==> src/rtl/cic_decimator_if.sv <==
// Sample-rate handshake bundle between the sigma-delta bitstream source and the CIC decimator.
// Handshake: clk_enable is a one-clk qualifier, not a valid/ready pair. There is no backpressure:
// a sample is consumed on every rising clk edge where clk_enable=1. ce_out is a one-clk strobe
// and output_data holds the new sample from that cycle until the next ce_out.
interface cic_decimator_if #(
    parameter int OUT_WIDTH = 16
);
    logic                        clk_enable;
    logic                        input_bit;
    logic signed [OUT_WIDTH-1:0] output_data;
    logic                        ce_out;

    modport master (
        output clk_enable,
        output input_bit,
        input  output_data,
        input  ce_out
    );

    modport slave (
        input  clk_enable,
        input  input_bit,
        output output_data,
        output ce_out
    );
endinterface

==> src/rtl/cic_decimator.sv <==
// N-stage decimating CIC: 1-bit sigma-delta bitstream in, saturated signed PCM out at 1/R rate.
// Integrators run at the input rate; combs and the output register fire on the decimation strobe.
module cic_decimator #(
    parameter int STAGES     = 4,
    parameter int DECIM_LOG2 = 4,
    parameter int OUT_WIDTH  = 16
) (
    input  logic            clk,
    input  logic            reset,
    cic_decimator_if.slave  bus
);
    localparam int W         = STAGES * DECIM_LOG2 + 2;
    localparam int SHIFT_RAW = STAGES * DECIM_LOG2 - (OUT_WIDTH - 1);
    localparam int SHIFT     = (SHIFT_RAW > 0) ? SHIFT_RAW : 0;
    localparam int HEAD      = W - OUT_WIDTH + 1;

    localparam logic [DECIM_LOG2-1:0] PHASE_LAST = '1;
    localparam logic [OUT_WIDTH-1:0]  SAT_MAX    = {1'b0, {(OUT_WIDTH-1){1'b1}}};
    localparam logic [OUT_WIDTH-1:0]  SAT_MIN    = {1'b1, {(OUT_WIDTH-1){1'b0}}};

    logic signed [W-1:0]          integ    [STAGES];
    logic signed [W-1:0]          dly      [STAGES];
    logic signed [W-1:0]          comb_tap [STAGES];
    logic signed [W-1:0]          comb_acc;
    logic signed [W-1:0]          comb_out;
    logic signed [W-1:0]          scaled;
    logic signed [W-1:0]          x;
    logic [HEAD-1:0]              head;
    logic [OUT_WIDTH-1:0]         sat;
    logic [DECIM_LOG2-1:0]        phase;
    logic                         dec_stb;

    assign x = bus.input_bit ? W'(1) : {W{1'b1}};

    // Each stage adds the pre-edge value of the previous one, so the chain is a register pipeline.
    always_ff @(posedge clk or negedge reset) begin
        if (!reset) begin
            for (int k = 0; k < STAGES; k++) begin
                integ[k] <= '0;
            end
        end else if (bus.clk_enable) begin
            integ[0] <= integ[0] + x;
            for (int k = 1; k < STAGES; k++) begin
                integ[k] <= integ[k] + integ[k-1];
            end
        end
    end

    always_ff @(posedge clk or negedge reset) begin
        if (!reset) begin
            phase   <= '0;
            dec_stb <= 1'b0;
        end else begin
            dec_stb <= bus.clk_enable && (phase == PHASE_LAST);
            if (bus.clk_enable) begin
                phase <= phase + 1'b1;
            end
        end
    end

    // Comb chain evaluated in one pass; taps are the per-stage inputs that become the new delays.
    always_comb begin
        comb_acc = integ[STAGES-1];
        for (int k = 0; k < STAGES; k++) begin
            comb_tap[k] = comb_acc;
            comb_acc    = comb_acc - dly[k];
        end
        comb_out = comb_acc;
    end

    assign scaled = comb_out >>> SHIFT;
    assign head   = scaled[W-1:OUT_WIDTH-1];

    always_comb begin
        sat = scaled[OUT_WIDTH-1:0];
        if (head != '0 && head != '1) begin
            sat = scaled[W-1] ? SAT_MIN : SAT_MAX;
        end
    end

    always_ff @(posedge clk or negedge reset) begin
        if (!reset) begin
            for (int k = 0; k < STAGES; k++) begin
                dly[k] <= '0;
            end
            bus.output_data <= '0;
            bus.ce_out      <= 1'b0;
        end else begin
            bus.ce_out <= dec_stb;
            if (dec_stb) begin
                for (int k = 0; k < STAGES; k++) begin
                    dly[k] <= comb_tap[k];
                end
                bus.output_data <= sat;
            end
        end
    end
endmodule

==> src/flat_wrapper.sv <==
// flat-port wrapper written by rule: the top's interface ports become plain ports
module cic_decimator_flat 
#(
    parameter int STAGES     = 4,
    parameter int DECIM_LOG2 = 4,
    parameter int OUT_WIDTH  = 16
)
  (clk, reset, bus_clk_enable, bus_input_bit, bus_output_data, bus_ce_out);
  cic_decimator_if #(.OUT_WIDTH(OUT_WIDTH)) bus_i ();
  input  logic clk;
  input  logic reset;
  input wire logic [$bits(bus_i.clk_enable)-1:0] bus_clk_enable;
  input wire logic [$bits(bus_i.input_bit)-1:0] bus_input_bit;
  output wire logic [$bits(bus_i.output_data)-1:0] bus_output_data;
  output wire logic [$bits(bus_i.ce_out)-1:0] bus_ce_out;
  assign bus_i.clk_enable = bus_clk_enable;
  assign bus_i.input_bit = bus_input_bit;
  assign bus_output_data = bus_i.output_data;
  assign bus_ce_out = bus_i.ce_out;
  cic_decimator #(.STAGES(STAGES), .DECIM_LOG2(DECIM_LOG2), .OUT_WIDTH(OUT_WIDTH)) u_core (.clk(clk), .reset(reset), .bus(bus_i));
endmodule
==> config.mk <==
export PLATFORM = sky130hd
export DESIGN_NAME = cic_decimator_flat
export DESIGN_NICKNAME = d
export VERILOG_FILES = /design/src/rtl/cic_decimator_if.sv /design/src/rtl/cic_decimator.sv /design/src/flat_wrapper.sv
export SDC_FILE = /design/constraint.sdc
export NUM_CORES = 1
export LEC_CHECK = 0
export ABC_CLOCK_PERIOD_IN_PS = 7000
export CORE_MARGIN = 10
export CORE_UTILIZATION = 57
export CTS_BUF_LIST = sky130_fd_sc_hd__clkbuf_8
export DETAILED_ROUTE_END_ITERATION = 8
export PLACE_DENSITY = 0.76
export SLEW_MARGIN = 25
export SYNTH_ARGS = -nofsm -noshare
export SYNTH_HDL_FRONTEND = slang
export SYNTH_SLANG_ARGS = --single-unit
==> constraint.sdc <==
create_clock -name clk -period 7 [get_ports clk]
set_input_delay 1.4 -clock clk [delete_from_list [all_inputs] [get_ports clk]]
set_output_delay 1.4 -clock clk [all_outputs]
set_load 0.03 [all_outputs]
==> implementation parameters <==
Parameter                              Value

Floorplanning
  Rows ... 54
  Core Box Area ... 21760 um2
  DIE HEIGHT ... 168.4 um
  Die outline width ... 168.4 um
  Ports placed on the boundary ... 21
  Die area ... 28350 um2
  Starting density of the core ... between 50% and 60%

Synth
  Distinct cell type count of the synthesized netlist ... 74
  Portion of the post-synthesis area used by sequential elements ... 33.10%
  Post-synth net total ... 1540
  Cell accounting for the most synthesized area ... dfrtp_1
  Top flip-flop cell by instance count after synthesis ... dfrtp_1
  Average footprint of a synthesized cell ... 9.010 um2
  Count of flip-flops with a built-in enable after synthesis ... 0
  Total standard cell area after synthesis ... 12550 um2
  Share of the synthesized area in the top cell type ... 33.10%
  Number of standard cells after synthesis ... 1393
  Flops & latches, synth ... about 170
  Top area cells in the synthesized netlist ... dfrtp_1, ha_1, xnor2_1
  Async set or reset register ratio after synthesis ... 100.0%
  Synthesis warning total ... 0

Drt
  WL final ... between 20000 and 25000 um
  Iter 0 DRT Violations ... 515
  First-pass DRT Iterations ... 5
  Average via count per standard cell ... approximately 5.7
  Residual DRC ... 0
  Count of nets left with antenna violations after detail routing ... 0
  Total vias in the final route ... 9734
  Routed WL per cell ... 13.67 um

Cells and area
  Count of placed standard cells in the final layout, fillers left out ... ~1700
  Fraction of final layout cells with drive strength greater than 1 ... under 10%
  Number of antenna repair diodes ... 0
  NumNets Final ... approximately 1600
  Area growth from synthesis to layout ... 7.587%

Clock tree
  Number of hold buffers added after cts ... 0
  CTS Root Buffer Type ... clkbuf_8
  Clock slew at the register clock pins of the worst setup and hold paths ... 90 ps
  Number of clock sinks ... ~170
  Insertion delay of the later-clocked pin in the worst-skew pair ... 460 ps
  TritonCTS clock tree ... built
  Num CTS Buffers ... 17
  Maximum level of the CTS H-tree ... 4
  Max Root-Sink Buffers ... 2

Worst setup path
  Worst-path maximum fanout ... 15
  Worst Setup Path Type ... register to register
  Arr. time, crit path ... between 6000 and 7000 ps
  Required arrival time at the worst endpoint ... 7350 ps
  Most frequent CP cell ... a21oi_1
  Slowest-stage cell, CP ... dfrtp_1
  Setup crit start kind ... register
  Critical Path Sink Type ... register
  Worst path max stage delay ... about 420 ps

Timing
  Maximum frequency from static timing analysis ... 154.4 MHz
  Setup WS post-layout ... around 520 ps
  Remaining max-slew budget at the tightest pin ... roughly 33%
  Final worst-path cycle share ... 92.51%
  Number of setup violations in the final report ... 0
  Count of pins over their slew limit ... 0
  Transition time of the tightest slew-check pin ... 1003 ps
  Final number of hold-violating endpoints ... 0
  Final critical path time including I/O delays and setup ... 6475 ps
  Setup skew after layout ... 16.20 ps

Global route
  Largest net degree at the start of global routing ... between 100 and 150
  GR Overflow Total ... 0
  Vias in the first global route ... around 9700
  Number of antenna violations at the first check in global routing ... 0
  First-pass GRT wire length ... about 42000 um
  GRT Total Usage ... approximately 17%

Status
  Outcome ... complete, no violations

Hold path
  Worst min-delay path class ... register to register

Placement
  Placed cells ... 1661
  Weighted congestion reported at the end of routability-driven placement ... 0.8217
  Placed wire-length estimate after detailed placement ... about 17000 um
  Pre-CTS WS ... -0.6439 ps
  Count of buffers from port buffering ... 20

Job
  Max-capacitance violation count ... 0
[sequential cells by signal, summed over array words and instances, names as in the netlist]
signal / count
u_core.comb_tap: 18
u_core.integ: 54
u_core.dly: 72
u_core.dec_stb: 1
u_core.bus.output_data: 16
u_core.phase: 4
u_core.bus.ce_out: 1
[placed cells by master (no fill, tap or decap), types with 19 or more instances in the layout]
cell        n
xor2_1     32
nor2_1     79
xnor2_1    67
mux2_2     46
dfrtp_1   165
inv_1     125
o21bai_1   19
nand3_1    28
nand2_1   129
nor3_1     28
o21ai_0   106
ha_1      132
a21o_1     32
clkbuf_8   19
a21oi_1    91
[synth_stat cells (3+ instances only)]
| library cell | instances |
|---|---|
| or3_1 | 13 |
| a21o_1 | 32 |
| nor4b_1 | 3 |
| o21ai_0 | 108 |
| inv_1 | 126 |
| o31ai_1 | 16 |
| o2111ai_1 | 6 |
| ha_1 | 135 |
| nand2b_1 | 9 |
| o221ai_1 | 6 |
| o21bai_1 | 20 |
| nor2_1 | 79 |
| a311o_1 | 3 |
| and2_1 | 4 |
| xor2_1 | 32 |
| o21a_1 | 18 |
| nand3b_1 | 7 |
| nor4_1 | 7 |
| nand3_1 | 28 |
| buf_1 | 6 |
| nor3b_1 | 3 |
| nor2b_1 | 14 |
| nor3_1 | 28 |
| a211oi_1 | 8 |
| mux2i_1 | 5 |
| xnor2_1 | 67 |
| a21oi_1 | 94 |
| a211o_1 | 10 |
| and3_1 | 7 |
| clkbuf_8 | 3 |
| a21boi_0 | 17 |
| a31o_2 | 6 |
| a311oi_1 | 3 |
| nand2_1 | 129 |
| clkbuf_1 | 26 |
| a2111o_1 | 6 |
| nand4_1 | 11 |
| fa_1 | 8 |
| o211ai_1 | 13 |
| dfrtp_1 | 166 |
| mux2_2 | 46 |
| o22ai_1 | 3 |
| o2bb2ai_1 | 15 |
| a31oi_1 | 13 |
[what timing repair did]
action | in CTS | in global routing
setup buffers | 1 | 9
pin swaps | 1 | 16
gates resized for setup | 0 | 18
endpoints found under the setup margin | 3 | 16
[final cells by class]
type / count / area [um2]
well taps: 280 / 350.3
clock buffers: 18 / 247.7
fillers: 1839 / 8253
multi-input cells: 1062 / 7780
repair buffers: 37 / 345.3
clock inverters: 14 / 148.9
flip-flops and latches: 166 / 4158
inverters: 126 / 473.0
[kinds of logic after synthesis]
logic type	count (synthesis)	synth area share, %
adder cells (fa/ha/maj)	143	14.73
AO/OA/AOI/OAI	415	21.88
flip-flops	166	33.10
buffers and inverters	165	5.343
multiplexers	51	4.526
XOR/XNOR	101	7.228
AND/OR/NAND/NOR	352	13.19
[worst paths after layout]
check / startpoint / to / slack [ps] / depth (start not counted)
min reg2reg: u_core.bus.output_data[7] / u_core.bus.output_data[7] / 490 / 1
min: u_core.bus.output_data[7] / u_core.bus.output_data[7] / 490 / 1
max: u_core.comb_tap[55] / u_core.bus.output_data[4] / 520 / 27
max in group asynchronous: reset / u_core.dly[60] / 4680 / 2
max reg2reg: u_core.comb_tap[55] / u_core.bus.output_data[4] / 520 / 27
min in group asynchronous: reset / u_core.bus.output_data[0] / 1020 / 1
[critical path: cells and delay by family, from the launching register on]
family / cells / cell delay [ps]
xor gates and xnor gates: 5 / 950
AOI/OAI and AO/OA: 12 / 2740
and+or+nand+nor: 5 / 690
adders and majority gates: 4 / 1420
DFF: 1 / 420
buffers and inverters: 1 / 150
[layer usage]
layer / part of all wire (%) / track usage, %
met1: 46 / 19.39
met2: 51 / 30.84
met3: 2.0 / 2.515
met4: 0.95 / 4.769
met5: 0 / 0
[per-stage QoR]
stage / util [%] / hold WS (ps) / cell area (um2) / TNS, ps
after global routing: 62.07 / 509.6 / 13500 / -1405
after detailed placement: 59.56 / 471.3 / 12960 / -0.6439
after floorplan: - / 354.8 / 12550 / 0
after CTS: 61.48 / 494.3 / 13380 / 0
after global placement: 59.56 / 459.4 / 12960 / 0
final: 62.07 / 489.6 / 13500 / 0
Power is left out: the tool's default activity adds up to more than one toggle a clock period on the data nets, which glitch-free logic cannot reach.
